File: config.mk
export PLATFORM = sky130hd
export DESIGN_NAME = pe_cmd_sched
export DESIGN_NICKNAME = d
export VERILOG_FILES = /design/src/rtl/pe_cmd_sched.sv
export SDC_FILE = /design/constraint.sdc
export NUM_CORES = 1
export LEC_CHECK = 0
export ABC_AREA = 1
export ABC_CLOCK_PERIOD_IN_PS = 3500
export CAP_MARGIN = 20
export CORE_MARGIN = 2
export CORE_UTILIZATION = 53
export CTS_BUF_LIST = sky130_fd_sc_hd__clkbuf_16
export CTS_CLUSTER_SIZE = 10
export DETAILED_ROUTE_END_ITERATION = 12
export PLACE_DENSITY = 0.84
export SLEW_MARGIN = 40
export SYNTH_ARGS = -nofsm -noshare
export SYNTH_HDL_FRONTEND = slang
export SYNTH_SLANG_ARGS = --single-unit
File: constraint.sdc
create_clock -name clk -period 3.5 [get_ports clk]
set_input_delay 0.35 -clock clk [delete_from_list [all_inputs] [get_ports clk]]
set_output_delay 0.35 -clock clk [all_outputs]
set_load 0.05 [all_outputs]
File: src/rtl/pe_cmd_sched.sv
// pe_cmd_sched: round-robin arbitration of two command requesters onto one serial PE command line,
// with per-opcode execute windows and an inter-frame gap.
module pe_cmd_sched #(
    parameter int EXEC_SHORT = 32,
    parameter int EXEC_LONG  = 128,
    parameter int GAP        = 4
) (
    input  logic       clk,
    input  logic       nRst,
    input  logic       req0,
    input  logic [7:0] addr0,
    input  logic [2:0] op0,
    output logic       ack0,
    input  logic       req1,
    input  logic [7:0] addr1,
    input  logic [2:0] op1,
    output logic       ack1,
    output logic       tx,
    output logic       busy,
    output logic       res_window,
    output logic       grant_id
);
    localparam int MAXC = (EXEC_LONG > 8) ? EXEC_LONG : 8;
    localparam int MAXA = (MAXC > GAP) ? MAXC : GAP;
    localparam int CW   = $clog2(MAXA);
    localparam logic [CW-1:0] C_BIT   = CW'(7);
    localparam logic [CW-1:0] C_SHORT = CW'(EXEC_SHORT - 1);
    localparam logic [CW-1:0] C_LONG  = CW'(EXEC_LONG - 1);
    localparam logic [CW-1:0] C_GAP   = CW'(GAP - 1);

    typedef enum logic [2:0] {S_IDLE, S_START, S_ADDR, S_CMD, S_EXEC, S_GAP} state_t;

    state_t        state, state_n;
    logic [CW-1:0] cnt, cnt_n;
    logic [7:0]    addr_q, addr_n;
    logic [2:0]    op_q, op_n;
    logic          last_grant, last_n, gid_n, ack0_n, ack1_n;
    logic          win, long_op;
    logic [7:0]    cmd;
    logic [2:0]    bit_idx;

    // A lone requester wins; under contention the one not granted last time wins.
    assign win        = req1 & (~req0 | ~last_grant);
    assign long_op    = (op_q == 3'h2) || (op_q == 3'h3);
    assign cmd        = {4'b0000, op_q, 1'b0};
    assign bit_idx    = 3'd7 - cnt[2:0];
    assign busy       = state != S_IDLE;
    assign res_window = (state == S_EXEC) && long_op;
    assign tx         = (state == S_START) ? 1'b0 :
                        (state == S_ADDR)  ? addr_q[bit_idx] :
                        (state == S_CMD)   ? cmd[bit_idx] : 1'b1;

    always_ff @(posedge clk or negedge nRst) begin
        if (!nRst) begin
            state      <= S_IDLE;
            cnt        <= '0;
            addr_q     <= '0;
            op_q       <= '0;
            last_grant <= 1'b1;
            grant_id   <= 1'b0;
            ack0       <= 1'b0;
            ack1       <= 1'b0;
        end else begin
            state      <= state_n;
            cnt        <= cnt_n;
            addr_q     <= addr_n;
            op_q       <= op_n;
            last_grant <= last_n;
            grant_id   <= gid_n;
            ack0       <= ack0_n;
            ack1       <= ack1_n;
        end
    end

    // Each state loads the counter with its length minus one on entry and leaves at zero.
    always_comb begin
        state_n = state;
        cnt_n   = (cnt == '0) ? '0 : cnt - 1'b1;
        addr_n  = addr_q;
        op_n    = op_q;
        gid_n   = grant_id;
        last_n  = last_grant;
        ack0_n  = 1'b0;
        ack1_n  = 1'b0;
        case (state)
            S_IDLE: if (req0 || req1) begin
                state_n = S_START;
                addr_n  = win ? addr1 : addr0;
                op_n    = win ? op1 : op0;
                gid_n   = win;
                last_n  = win;
                ack0_n  = ~win;
                ack1_n  = win;
            end
            S_START: begin
                state_n = S_ADDR;
                cnt_n   = C_BIT;
            end
            S_ADDR: if (cnt == '0) begin
                state_n = S_CMD;
                cnt_n   = C_BIT;
            end
            S_CMD: if (cnt == '0) begin
                state_n = S_EXEC;
                cnt_n   = long_op ? C_LONG : C_SHORT;
            end
            S_EXEC: if (cnt == '0) begin
                state_n = S_GAP;
                cnt_n   = C_GAP;
            end
            S_GAP: if (cnt == '0) state_n = S_IDLE;
            default: state_n = S_IDLE;
        endcase
    end
endmodule
# After elaboration in Yosys (flattened, before gate mapping)
# Index checks and enable logic that the tools add are counted.
# classes
shifts,0
n_mul,0
n_mux,25
div_mod_pow,0
n_eq_ne,12
n_reduce_logical,8
n_bitwise,5
addsub,2
n_lt_le_gt_ge,1
# op_table
cell,count
2-to-1 mux 7 bit,5
one-hot mux 7 bit (4 select lines),1
2-to-1 mux 3 bit,6
one-hot mux 3 bit (6 select lines),1
"== test 3 x 2 -> 1 bit, second input constant",4
2-to-1 mux 1 bit,9
2-to-1 mux 8 bit,1
logical NOT 7 bit,1
"subtractor 7 x 1 -> 7 bit, second input constant",1
binary-select mux 1 bit (select 3 bit),2
"== test 3 bit, second input constant",2
"!= test 2 x 1 -> 1 bit, second input constant",3
AND reduction 5 bit,1
"< comparator 3 x 4 -> 1 bit, second input constant",1
"!= test 2 bit, second input constant",2
"== test 3 x 1 -> 1 bit, second input constant",1
logical NOT 3 bit,1
inverter 1 bit,3
nonzero test 3 bit,1
"subtractor 3 bit, first input constant",1
logical OR 1 bit,2
AND reduction 2 bit,1
bitwise AND 1 bit,1
logical AND 1 bit,1
OR 1 bit,1
# word_totals
latchBits,0
romBits,0
ff_bits,25
memories,0
in_bits,26
out_inout_bits,6
ramBits,0

# Logic depth before layout (Yosys ltp)
# Gate-level depths: netlist of the first run.
# depth
word_depth,6
ltp_mapped,9

# Least setup slack after synthesis of the first run
# Ideal clock, no wire load.
# synth_path
kind,flip-flop to output port
startpoint,register state[0]
endpoint,output res_window
required_ns,3.150
path_stages_with_launch,4
n_path_buf,0
t_arrival_ns,1.301
path_slack_ns,1.849
cell_sequence,dfrtp_1 -> nor2_4 -> nand2_1 -> nor2_1
# synth_via
elab_chain_cells,2
# synth_lines
element,line,source
from (decl),33,"state_t state, state_n;"
from (signal assigned),64,state <= state_n;
== test 3 bit,48,assign res_window = (state == S_EXEC) && long_op;
logical AND 1 bit,48,
to (decl),20,"output logic res_window,"
# Every way passes these cells.

# Final worst setup path of the first run
# layout_path
startpoint,register cnt[0]
endpoint,output tx
# layout_via
elab_chain_cells,6
word_cells_on_any_way,8
# layout_lines
element,line,source
from (decl),34,"logic [CW-1:0] cnt, cnt_n;"
from (signal assigned),65,cnt <= cnt_n;
subtractor 3 bit *,46,assign bit_idx = 3'd7 - cnt[2:0];
binary-select mux 1 bit (select 3 bit),51,(state == S_CMD) ? cmd[bit_idx] : 1'b1;
2-to-1 mux 1 bit (not written as such),51,
2-to-1 mux 1 bit,51,
2-to-1 mux 1 bit *,50,(state == S_ADDR) ? addr_q[bit_idx] :
2-to-1 mux 1 bit *,49,assign tx = (state == S_START) ? 1'b0 :
to (decl),18,"output logic tx,"
# Mark *: on every way between the ends. The rest lies on a longest branch, timed or not. The select of a mux whose other input is x is not followed.

==> results of run 1 <==
## cells by family (layout without fill, tap and decap cells)
| logic type | Yosys count | count (layout) | synth area share, % |
|---|---|---|---|
| and+or+nand+nor | 117 | 117 | 37.9 |
| AOI/OAI and AO/OA | 25 | 25 | 8.95 |
| DFF | 25 | 25 | 44.4 |
| buffers and inverters | 18 | 51 | 6.02 |
| xor gates and xnor gates | 3 | 3 | 1.86 |
| adders and majority gates | 1 | 1 | 0.886 |
## cell usage after synthesis (all sizes together)
master	count	share of area, %
dfrtp	24	43
inv	16	4.4
xnor2	2	1.2
dfstp	1	1.9
nand2	64	18
nor3	2	0.71
o22ai	1	0.44
nand4	1	0.44
nand3	21	7.4
or2	1	0.44
ha	1	0.89
o21ai	20	7.1
a21oi	4	1.4
xor2	1	0.62
nor2	28	11
buf	2	1.6
## worst max path at each step
stage / from / end / slack [ns] / cells past startpoint
final: cnt[0]$_DFF_PN0_ / tx / 1.0 / 8
after detailed placement: cnt[0]$_DFF_PN0_ / tx / 1.30 / 8
after CTS: cnt[0]$_DFF_PN0_ / tx / 1.03 / 8
after floorplan: state[0]$_DFFE_PN0P_ / res_window / 1.85 / 3
after global placement: cnt[0]$_DFF_PN0_ / tx / 1.40 / 8
after global routing: cnt[0]$_DFF_PN0_ / tx / 0.87 / 8
## flip-flops by register name, indices dropped and copies added, names as in the netlist
name and count:
cnt 7, grant_id 1, ack0 1, op_q 3
ack1 1, state 3, addr_q 8, last_grant 1
## worst max-delay path: stages (launching register included)
cell	delay [ns]
dfrtp_1	0.46
inv_1	0.21
nand2_1	0.07
nand3_1	0.09
nand3_1	0.08
nand3_1	0.09
nand2_1	0.06
inv_1	0.05
clkdlybuf4s50_1	0.78
## layout by cell type, fill, tap and decap left out
cell             instances
o21ai_1                  4
clkinvlp_4               1
inv_4                    1
inv_1                   12
dfrtp_1                 24
nor2_1                  21
dfstp_2                  1
nor2_2                   4
ha_1                     1
o21ai_0                 16
a21oi_1                  4
nand2_4                  1
nor2_4                   1
nor3_1                   2
or2_2                    1
clkbuf_16                3
nand3_1                 21
xor2_1                   1
nand2_1                 61
xnor2_1                  2
nor2_8                   2
nand2_2                  2
clkdlybuf4s50_1         30
o22ai_1                  1
inv_2                    3
nand4_1                  1
buf_2                    1
## per-stage QoR
step,setup WS [ns],hold slack (ns)
floorplan,1.85,0.0544
global placement,1.40,0.461
detailed placement,1.30,0.369
CTS,1.03,0.0881
global route,0.865,0.114
finish,0.998,0.0657
## per-layer routing
layer / up-vias / wire length, um / part of all wire (%) / global-route usage, %
met2: 48 / 1740 / 51 / 40.6
met3: 7 / 188 / 5.6 / 4.19
met4: 0 / 49 / 1.4 / 6.97
li1: 672 / - / - / -
met1: 640 / 1400 / 41 / 28.4
met5: - / 0 / 0 / 0
## area by class of cell
cell class / instances / area share, %
inverter: 16 / 3.45
tap: 30 / 2.07
timing repair buffer: 31 / 16.8
multi-input combinational: 146 / 38.6
clock inverter: 1 / 0.414
sequential: 25 / 34.5
clock buffer: 3 / 4.14
## power breakdown
group / internal, W / leakage (nW) / total (W) / switching, W
Sequential: 0.000420 / 0.307 / 0.000541 / 0.000120
Combinational: 0.000289 / 0.546 / 0.000827 / 0.000538
Clock: 0.000155 / 0.0371 / 0.000261 / 0.000105
==> impl_metrics.yaml, run 1 <==
critical_path:
  reg2reg_slack_ns: 1.69
  reg2reg_from: "cnt[0]$_DFF_PN0_"
  start_kind: "register"
  crit_arrival_ns: 2.15
  critPathMaxFanout: 8
  reg2reg_depth: 9
  rr_endpoint: "cnt[3]$_DFF_PN0_"
  path_class: "register to primary output"
  critPathCaptureType: "primary output"
  critPathRequiredTime_ns: 3.15
routing:
  drt-initial-drc-count: 36
  drcViolationCount: 0
  first_pass_iters: 4
  routed_via_density: 5.42
  vias: 1367
  routedWlPerCell_um: 13.4
  final_antenna_net_count: 0
  drt_wl_total_um: 3380
synth:
  synth_seq_cells: 25
  syn_area_per_cell_sq_um: 7.47
  yosysUniqueCellTypes: 24
  synth_warnings: 0
  yosysSeqAreaShare_pct: 44.4
  synth_cells: 189
  syn_area_sq_mm: 0.00141
  synth_fp_nets: 216
clocking:
  hold_buffers: 0
  root_buffer: "clkbuf_16"
  clock_sinks: 25
  clk_latency_ns: 0.26
  clkSlewWorstSetupHoldPaths_ns: 0.07
  h-tree-depth: 1
  postCtsSetupRepairBufs: 0
  cts_resized: 0
  clockBufferDepth: 2
  cts_tree: "built"
  cts_made_buffers: 3
layout:
  stdcell_area_sq_mm: 0.00182
  drive_above_1_share_pct: 9.46
  nFillCells: 191
  multiInputGateArea_sq_um: 701
  final-seq-area_sq_um: 627
  area_growth_pct: 28.5
  final_nets: 250
  finalNonFillerCells: 252
  fin_util_pct: 72.6
  diodes: 0
timing:
  fin_crit_ns: 2.50
  fmax_mhz: 400
  slew_viol_final: 0
  max_slew.worst_pin.slew_ns: 0.541
  setup_viol: 0
  rsz0062_at_grt: "no"
  period_share_pct: 71.5
  tns_ns: 0
  finClkSkew_ns: 0.00399
  hold_viol: 0
  slew_headroom_pct: 63.9
die:
  initial_core_util_pct: 56.5
  die_w_um: 55.6
  fp.coreArea_sq_mm: 0.00250
  io_pins: 32
  dieArea_sq_mm: 0.00309
  rows: 18
  die_h_um: 55.6
global_routing:
  grt_pass1_wl_um: 5700
  grt_pass1_vias: 1340
  grt_usage_pct: 23.0
  antenna_found_initial: 0
  grt_max_degree: 26
  grt_overflow_total: 0
power:
  power.total_w: 0.00163
  p_leak_nw: 0.890
  ir_drop_mv: 0.654
  powerDensity_mw_per_mm2: 897
place:
  dp_cells: 248
  portBuffers: 31
  dp_hpwl_um: 2550
  post_dp_cell_area_sq_mm: 0.00173
  gp_congestion: 0.910
worst_hold_path:
  min-delay-path-class: "primary input to async pin"
status:
  outcome: "finished clean"
job:
  drv_cap: 0
Power figures use the tool's default switching activity.
==> inputs of run 2 (changes only) <==
--- a/config.mk
+++ b/config.mk
@@ -6,14 +6,14 @@
 export NUM_CORES = 1
 export LEC_CHECK = 0
 export ABC_AREA = 1
-export ABC_CLOCK_PERIOD_IN_PS = 3500
+export ABC_CLOCK_PERIOD_IN_PS = 2100
 export CAP_MARGIN = 20
 export CORE_MARGIN = 2
-export CORE_UTILIZATION = 53
+export CORE_UTILIZATION = 45
 export CTS_BUF_LIST = sky130_fd_sc_hd__clkbuf_16
 export CTS_CLUSTER_SIZE = 10
 export DETAILED_ROUTE_END_ITERATION = 12
-export PLACE_DENSITY = 0.84
+export PLACE_DENSITY = 0.76
 export SLEW_MARGIN = 40
 export SYNTH_ARGS = -nofsm -noshare
 export SYNTH_HDL_FRONTEND = slang
==> constraint.sdc (replaced) <==
create_clock -name clk -period 2.1 [get_ports clk]
set_input_delay 0.21 -clock clk [delete_from_list [all_inputs] [get_ports clk]]
set_output_delay 0.21 -clock clk [all_outputs]
set_load 0.05 [all_outputs]
==> impl_metrics.yaml, run 2 (same netlist as run 1, synthesis figures left out) <==
clocking:
  h-tree-depth: 1
  clkSlewWorstSetupHoldPaths_ns: 0.07
  cts_made_buffers: 3
  clk_latency_ns: 0.26
  cts_tree: "built"
  clock_sinks: 25
  root_buffer: "clkbuf_16"
  clockBufferDepth: 2
timing:
  period_share_pct: 83.7
  max_slew.worst_pin.slew_ns: 0.501
  tns_ns: 0
  finClkSkew_ns: 0.00291
  fmax_mhz: 569
  slew_headroom_pct: 66.5
  setup_viol: 0
  fin_crit_ns: 1.76
  hold_slack_ns: 0.303
  rsz0062_at_grt: "no"
  hold_viol: 0
  slew_viol_final: 0
die:
  io_pins: 32
  fp.coreArea_sq_mm: 0.00303
  die_h_um: 60.0
  dieArea_sq_mm: 0.00360
  initial_core_util_pct: 46.7
  rows: 20
  die_w_um: 60.0
place:
  dp_hpwl_um: 2290
  gp_congestion: 0.872
  dp_cells: 263
  portBuffers: 31
power:
  p_seq_share_pct: 32.9
  comb_power_share_pct: 50.8
  powerDensity_mw_per_mm2: 1460
  p_switching_w: 0.00122
  clkPwrFrac_pct: 16.3
  p_int_w: 0.00148
  ir_drop_mv: 0.781
  switching_share_pct: 45.2
  p_leak_nw: 0.907
layout:
  drive_above_1_share_pct: 10.3
  top_regs: "addr_q: 8 flops, cnt: 7 flops"
  top_register: "addr_q"
  final_common_cell: "nand2_1"
  largest_reg_flops: 8
  layout_common_cells: "nand2_1 (61), clkdlybuf4s50_1 (28), dfrtp_1 (24)"
  diodes: 0
  area_growth_pct: 31.4
  nFillCells: 288
  finalNonFillerCells: 267
  final_nets: 251
critical_path:
  critPathRequiredTime_ns: 1.89
  reg2reg_slack_ns: 0.34
  critPathCaptureType: "primary output"
  rr_endpoint: "cnt[3]$_DFF_PN0_"
  reg2reg_depth: 9
  start_kind: "register"
  path_class: "register to primary output"
  critPathMaxFanout: 8
  crit_arrival_ns: 1.55
  reg2reg_from: "cnt[0]$_DFF_PN0_"
worst_hold_path:
  min-delay-path-class: "primary input to async pin"
routing:
  drcViolationCount: 0
  first_pass_iters: 4
  routed_via_density: 4.91
  drt_wl_total_um: 3040
  vias: 1311
  drt-initial-drc-count: 57
  routedWlPerCell_um: 11.4
  final_antenna_net_count: 0
global_routing:
  grt_usage_pct: 20.7
  grt_overflow_total: 0
  antenna_found_initial: 0
  grt_pass1_wl_um: 5540
  grt_max_degree: 26
  grt_pass1_vias: 1268
status:
  outcome: "finished clean"
job:
  drv_cap: 0
-- run 2: cell type report --
cell class	instances	area, sq um	share of cell area (%)
timing repair buffer	32	328	17.7
clock inverter	1	7.51	0.405
inverter	16	62.6	3.37
multi-input combinational	146	701	37.8
clock buffer	3	75.1	4.05
sequential	25	627	33.8
tap	44	55.1	2.97
-- run 2: per-stage QoR --
stage / area, sq um / utilization [%] / setup WS, ns / power, W
finish: 1860 / 61.3 / 0.343 / 0.00270
global route: 1860 / 61.3 / 0.153 / 0.00296
CTS: 1850 / 61.2 / 0.0690 / 0.00271
detailed placement: 1770 / 58.5 / 0.361 / 0.00226
global placement: 1770 / 58.5 / 0.393 / 0.00225
floorplan: 1410 / - / 0.587 / 0.00188
-- run 2: worst max path at each step --
stage | start | to | slack (ns) | depth (start not counted)
finish | cnt[0]$_DFF_PN0_ | tx | 0.34 | 8
global route | cnt[0]$_DFF_PN0_ | cnt[3]$_DFF_PN0_ | 0.15 | 9
CTS | state[2]$_DFFE_PN0P_ | busy | 0.07 | 3
detailed placement | state[2]$_DFFE_PN0P_ | busy | 0.36 | 3
global placement | state[2]$_DFFE_PN0P_ | busy | 0.39 | 3
floorplan | cnt[0]$_DFF_PN0_ | cnt[3]$_DFF_PN0_ | 0.59 | 9
-- run 2: per-layer routing --
layer / up-vias / GRT usage (%) / wire length, um
li1: 678 / - / -
met1: 591 / 27.1 / 1400
met2: 35 / 33.4 / 1430
met3: 7 / 3.68 / 157
met4: 0 / 8.89 / 55
met5: - / 0 / 0
-- run 2: critical path, stage by stage (launching register included) --
cell and delay, ns:
dfrtp_1 0.45, inv_1 0.20, nand2_1 0.07, nand3_1 0.08, nand3_1 0.09, nand3_1 0.09, nand2_1 0.07, inv_1 0.09
buf_12 0.14
-- run 2: timing repair --
item | in CTS | in global routing
setup endpoints to repair | 0 | 1
setup buffers | 0 | 0
resized for setup | 0 | 1
hold buffers | 0 | 0
-- run 2: power by group through the flow --
stage / Sequential (W) / Combinational (W) / Clock, W
finish: 0.000889 / 0.00137 / 0.000440
CTS: 0.000890 / 0.00138 / 0.000442
global route: 0.000922 / 0.00156 / 0.000469
global placement: 0.000889 / 0.00137 / 0
floorplan: 0.000911 / 0.000969 / 0
detailed placement: 0.000894 / 0.00137 / 0
==> inputs of run 3 (changes only) <==
--- a/config.mk
+++ b/config.mk
@@ -6,14 +6,14 @@
 export NUM_CORES = 1
 export LEC_CHECK = 0
 export ABC_AREA = 1
-export ABC_CLOCK_PERIOD_IN_PS = 2100
+export ABC_CLOCK_PERIOD_IN_PS = 1660
 export CAP_MARGIN = 20
 export CORE_MARGIN = 2
-export CORE_UTILIZATION = 45
+export CORE_UTILIZATION = 49
 export CTS_BUF_LIST = sky130_fd_sc_hd__clkbuf_16
 export CTS_CLUSTER_SIZE = 10
 export DETAILED_ROUTE_END_ITERATION = 12
-export PLACE_DENSITY = 0.76
+export PLACE_DENSITY = 0.78
 export SLEW_MARGIN = 40
 export SYNTH_ARGS = -nofsm -noshare
 export SYNTH_HDL_FRONTEND = slang
==> constraint.sdc (replaced) <==
create_clock -name clk -period 1.66 [get_ports clk]
set_input_delay 0.166 -clock clk [delete_from_list [all_inputs] [get_ports clk]]
set_output_delay 0.166 -clock clk [all_outputs]
set_load 0.05 [all_outputs]
==> impl_metrics.yaml, run 3 (same netlist as run 1, synthesis figures left out) <==
status:
  outcome: "finished clean"
clocking:
  clock_sinks: 25
  cts_tree: "built"
  root_buffer: "clkbuf_16"
  h-tree-depth: 1
  hold_buffers: 0
  cts_made_buffers: 3
  clockBufferDepth: 2
  clk_latency_ns: 0.26
  clkSlewWorstSetupHoldPaths_ns: 0.06
die:
  fp.coreArea_sq_mm: 0.00276
  initial_core_util_pct: 51.2
  rows: 19
  dieArea_sq_mm: 0.00333
  io_pins: 32
  die_w_um: 57.7
  die_h_um: 57.7
critical_path:
  worst-path-buf-inv: 3
  reg2reg_from: "cnt[1]$_DFF_PN0_"
  worstSetupPathDepth: 9
  slowest_delay_ns: 0.38
  path_cells: "buf_4 -> o21ai_2 -> nand2_1 -> nand2_1 -> nand2_1 -> nand2_1 -> nand2_1 -> inv_2 -> buf_12"
  critPathRequiredTime_ns: 1.49
  critPathMaxFanout: 7
  cpLargestDelayFamily: "flip-flops"
  reg2reg_slack_ns: 0.19
  crit_top_cell: "nand2_1"
  critPathCaptureType: "primary output"
  critPathSlowestCell: "dfrtp_1"
  rr_endpoint: "cnt[5]$_DFF_PN0_"
  crit_arrival_ns: 1.41
  start_kind: "register"
  reg2reg_depth: 9
  path_class: "register to primary output"
layout:
  layout_common_cells: "nand2_1 (61), clkdlybuf4s50_1 (27), dfrtp_1 (22)"
  area_growth_pct: 35.2
  final_common_cell: "nand2_1"
  final_nets: 256
  top_regs: "addr_q: 8 flops, cnt: 7 flops"
  nFillCells: 219
  largest_reg_flops: 8
  fin_util_pct: 69.2
  finalNonFillerCells: 259
  stdcell_area_sq_mm: 0.00191
  top_register: "addr_q"
  diodes: 0
  drive_above_1_share_pct: 15.4
place:
  gp_congestion: 0.910
  portBuffers: 31
  dp_cells: 254
  post_dp_cell_area_sq_mm: 0.00180
  dp_hpwl_um: 2530
routing:
  first_pass_iters: 4
  drcViolationCount: 0
  drt_wl_total_um: 3240
  routed_via_density: 5.19
  routedWlPerCell_um: 12.5
  final_antenna_net_count: 0
  vias: 1345
  drt-initial-drc-count: 32
timing:
  period_share_pct: 95.1
  rsz0062_at_grt: "yes"
  slew_headroom_pct: 67.4
  hold_viol: 0
  hold_slack_ns: 0.289
  slew_viol_final: 0
  max_slew.worst_pin.slew_ns: 0.488
  tns_ns: 0
  fmax_mhz: 634
  fin_crit_ns: 1.58
  setup_viol: 0
  finClkSkew_ns: 0.00285
power:
  p_int_w: 0.00198
  p_seq_share_pct: 31.2
  comb_power_share_pct: 54.0
  clkPwrFrac_pct: 14.8
  p_leak_nw: 0.942
  powerDensity_mw_per_mm2: 1870
  switching_share_pct: 44.6
  p_switching_w: 0.00159
  ir_drop_mv: 1.49
global_routing:
  grt_pass1_wl_um: 5870
  top_usage_layer: "met2"
  antenna_found_initial: 0
  grt_usage_pct: 22.6
  grt_overflow_total: 0
  use_met3_pct: 3.13
  grt_pass1_vias: 1402
  use_met2_pct: 38.3
  grt_max_degree: 26
  use_met1_pct: 28.4
worst_hold_path:
  min-delay-path-class: "primary input to async pin"
job:
  drv_cap: 0
-- run 3: how the worst max path moves through the flow --
stage	from	endpoint
floorplan	cnt[0]$_DFF_PN0_	cnt[3]$_DFF_PN0_
global placement	cnt[1]$_DFF_PN0_	cnt[3]$_DFF_PN0_
detailed placement	cnt[1]$_DFF_PN0_	cnt[3]$_DFF_PN0_
CTS	cnt[0]$_DFF_PN0_	tx
global route	cnt[0]$_DFF_PN0_	tx
finish	cnt[0]$_DFF_PN0_	tx
-- run 3: stage by stage --
| stage | setup WS (ns) | power (W) |
|---|---|---|
| 6_report | 0.0815 | 0.00357 |
| 3_5_place_dp | 0.123 | 0.00298 |
| 3_3_place_gp | 0.213 | 0.00294 |
| 5_1_grt | -0.00929 | 0.00384 |
| 4_1_cts | 0.000255 | 0.00353 |
| 2_1_floorplan | 0.147 | 0.00238 |
-- run 3: layout make-up --
class | instances | area (sq um) | area share, %
Timing Repair Buffer | 37 | 383 | 20.1
Inverter | 16 | 62.6 | 3.28
Multi-Input combinational cell | 146 | 717 | 37.5
Clock inverter | 1 | 3.75 | 0.197
Tap cell | 31 | 38.8 | 2.03
Clock buffer | 3 | 75.1 | 3.93
Sequential cell | 25 | 629 | 33.0
-- run 3: routing by layer --
metal | share of wire, % | wire (um)
met1 | 46 | 1500
met2 | 49 | 1580
met3 | 2.8 | 92
met4 | 2.0 | 64
met5 | 0 | 0
-- run 3: power by group through the flow --
stage	registers (W)	logic [W]	clock network [W]
final	0.00111	0.00193	0.000527
after global routing	0.00114	0.00215	0.000557
after CTS	0.00111	0.00188	0.000542
after detailed placement	0.00111	0.00187	0
after global placement	0.00111	0.00183	0
after floorplan	0.00115	0.00123	0
-- run 3: timing repair --
action / CTS / global route
endpoints found under the setup margin: 1 / 4
resized for setup: 1 / 8
pin swaps: 0 / 0
setup buffers: 0 / 1
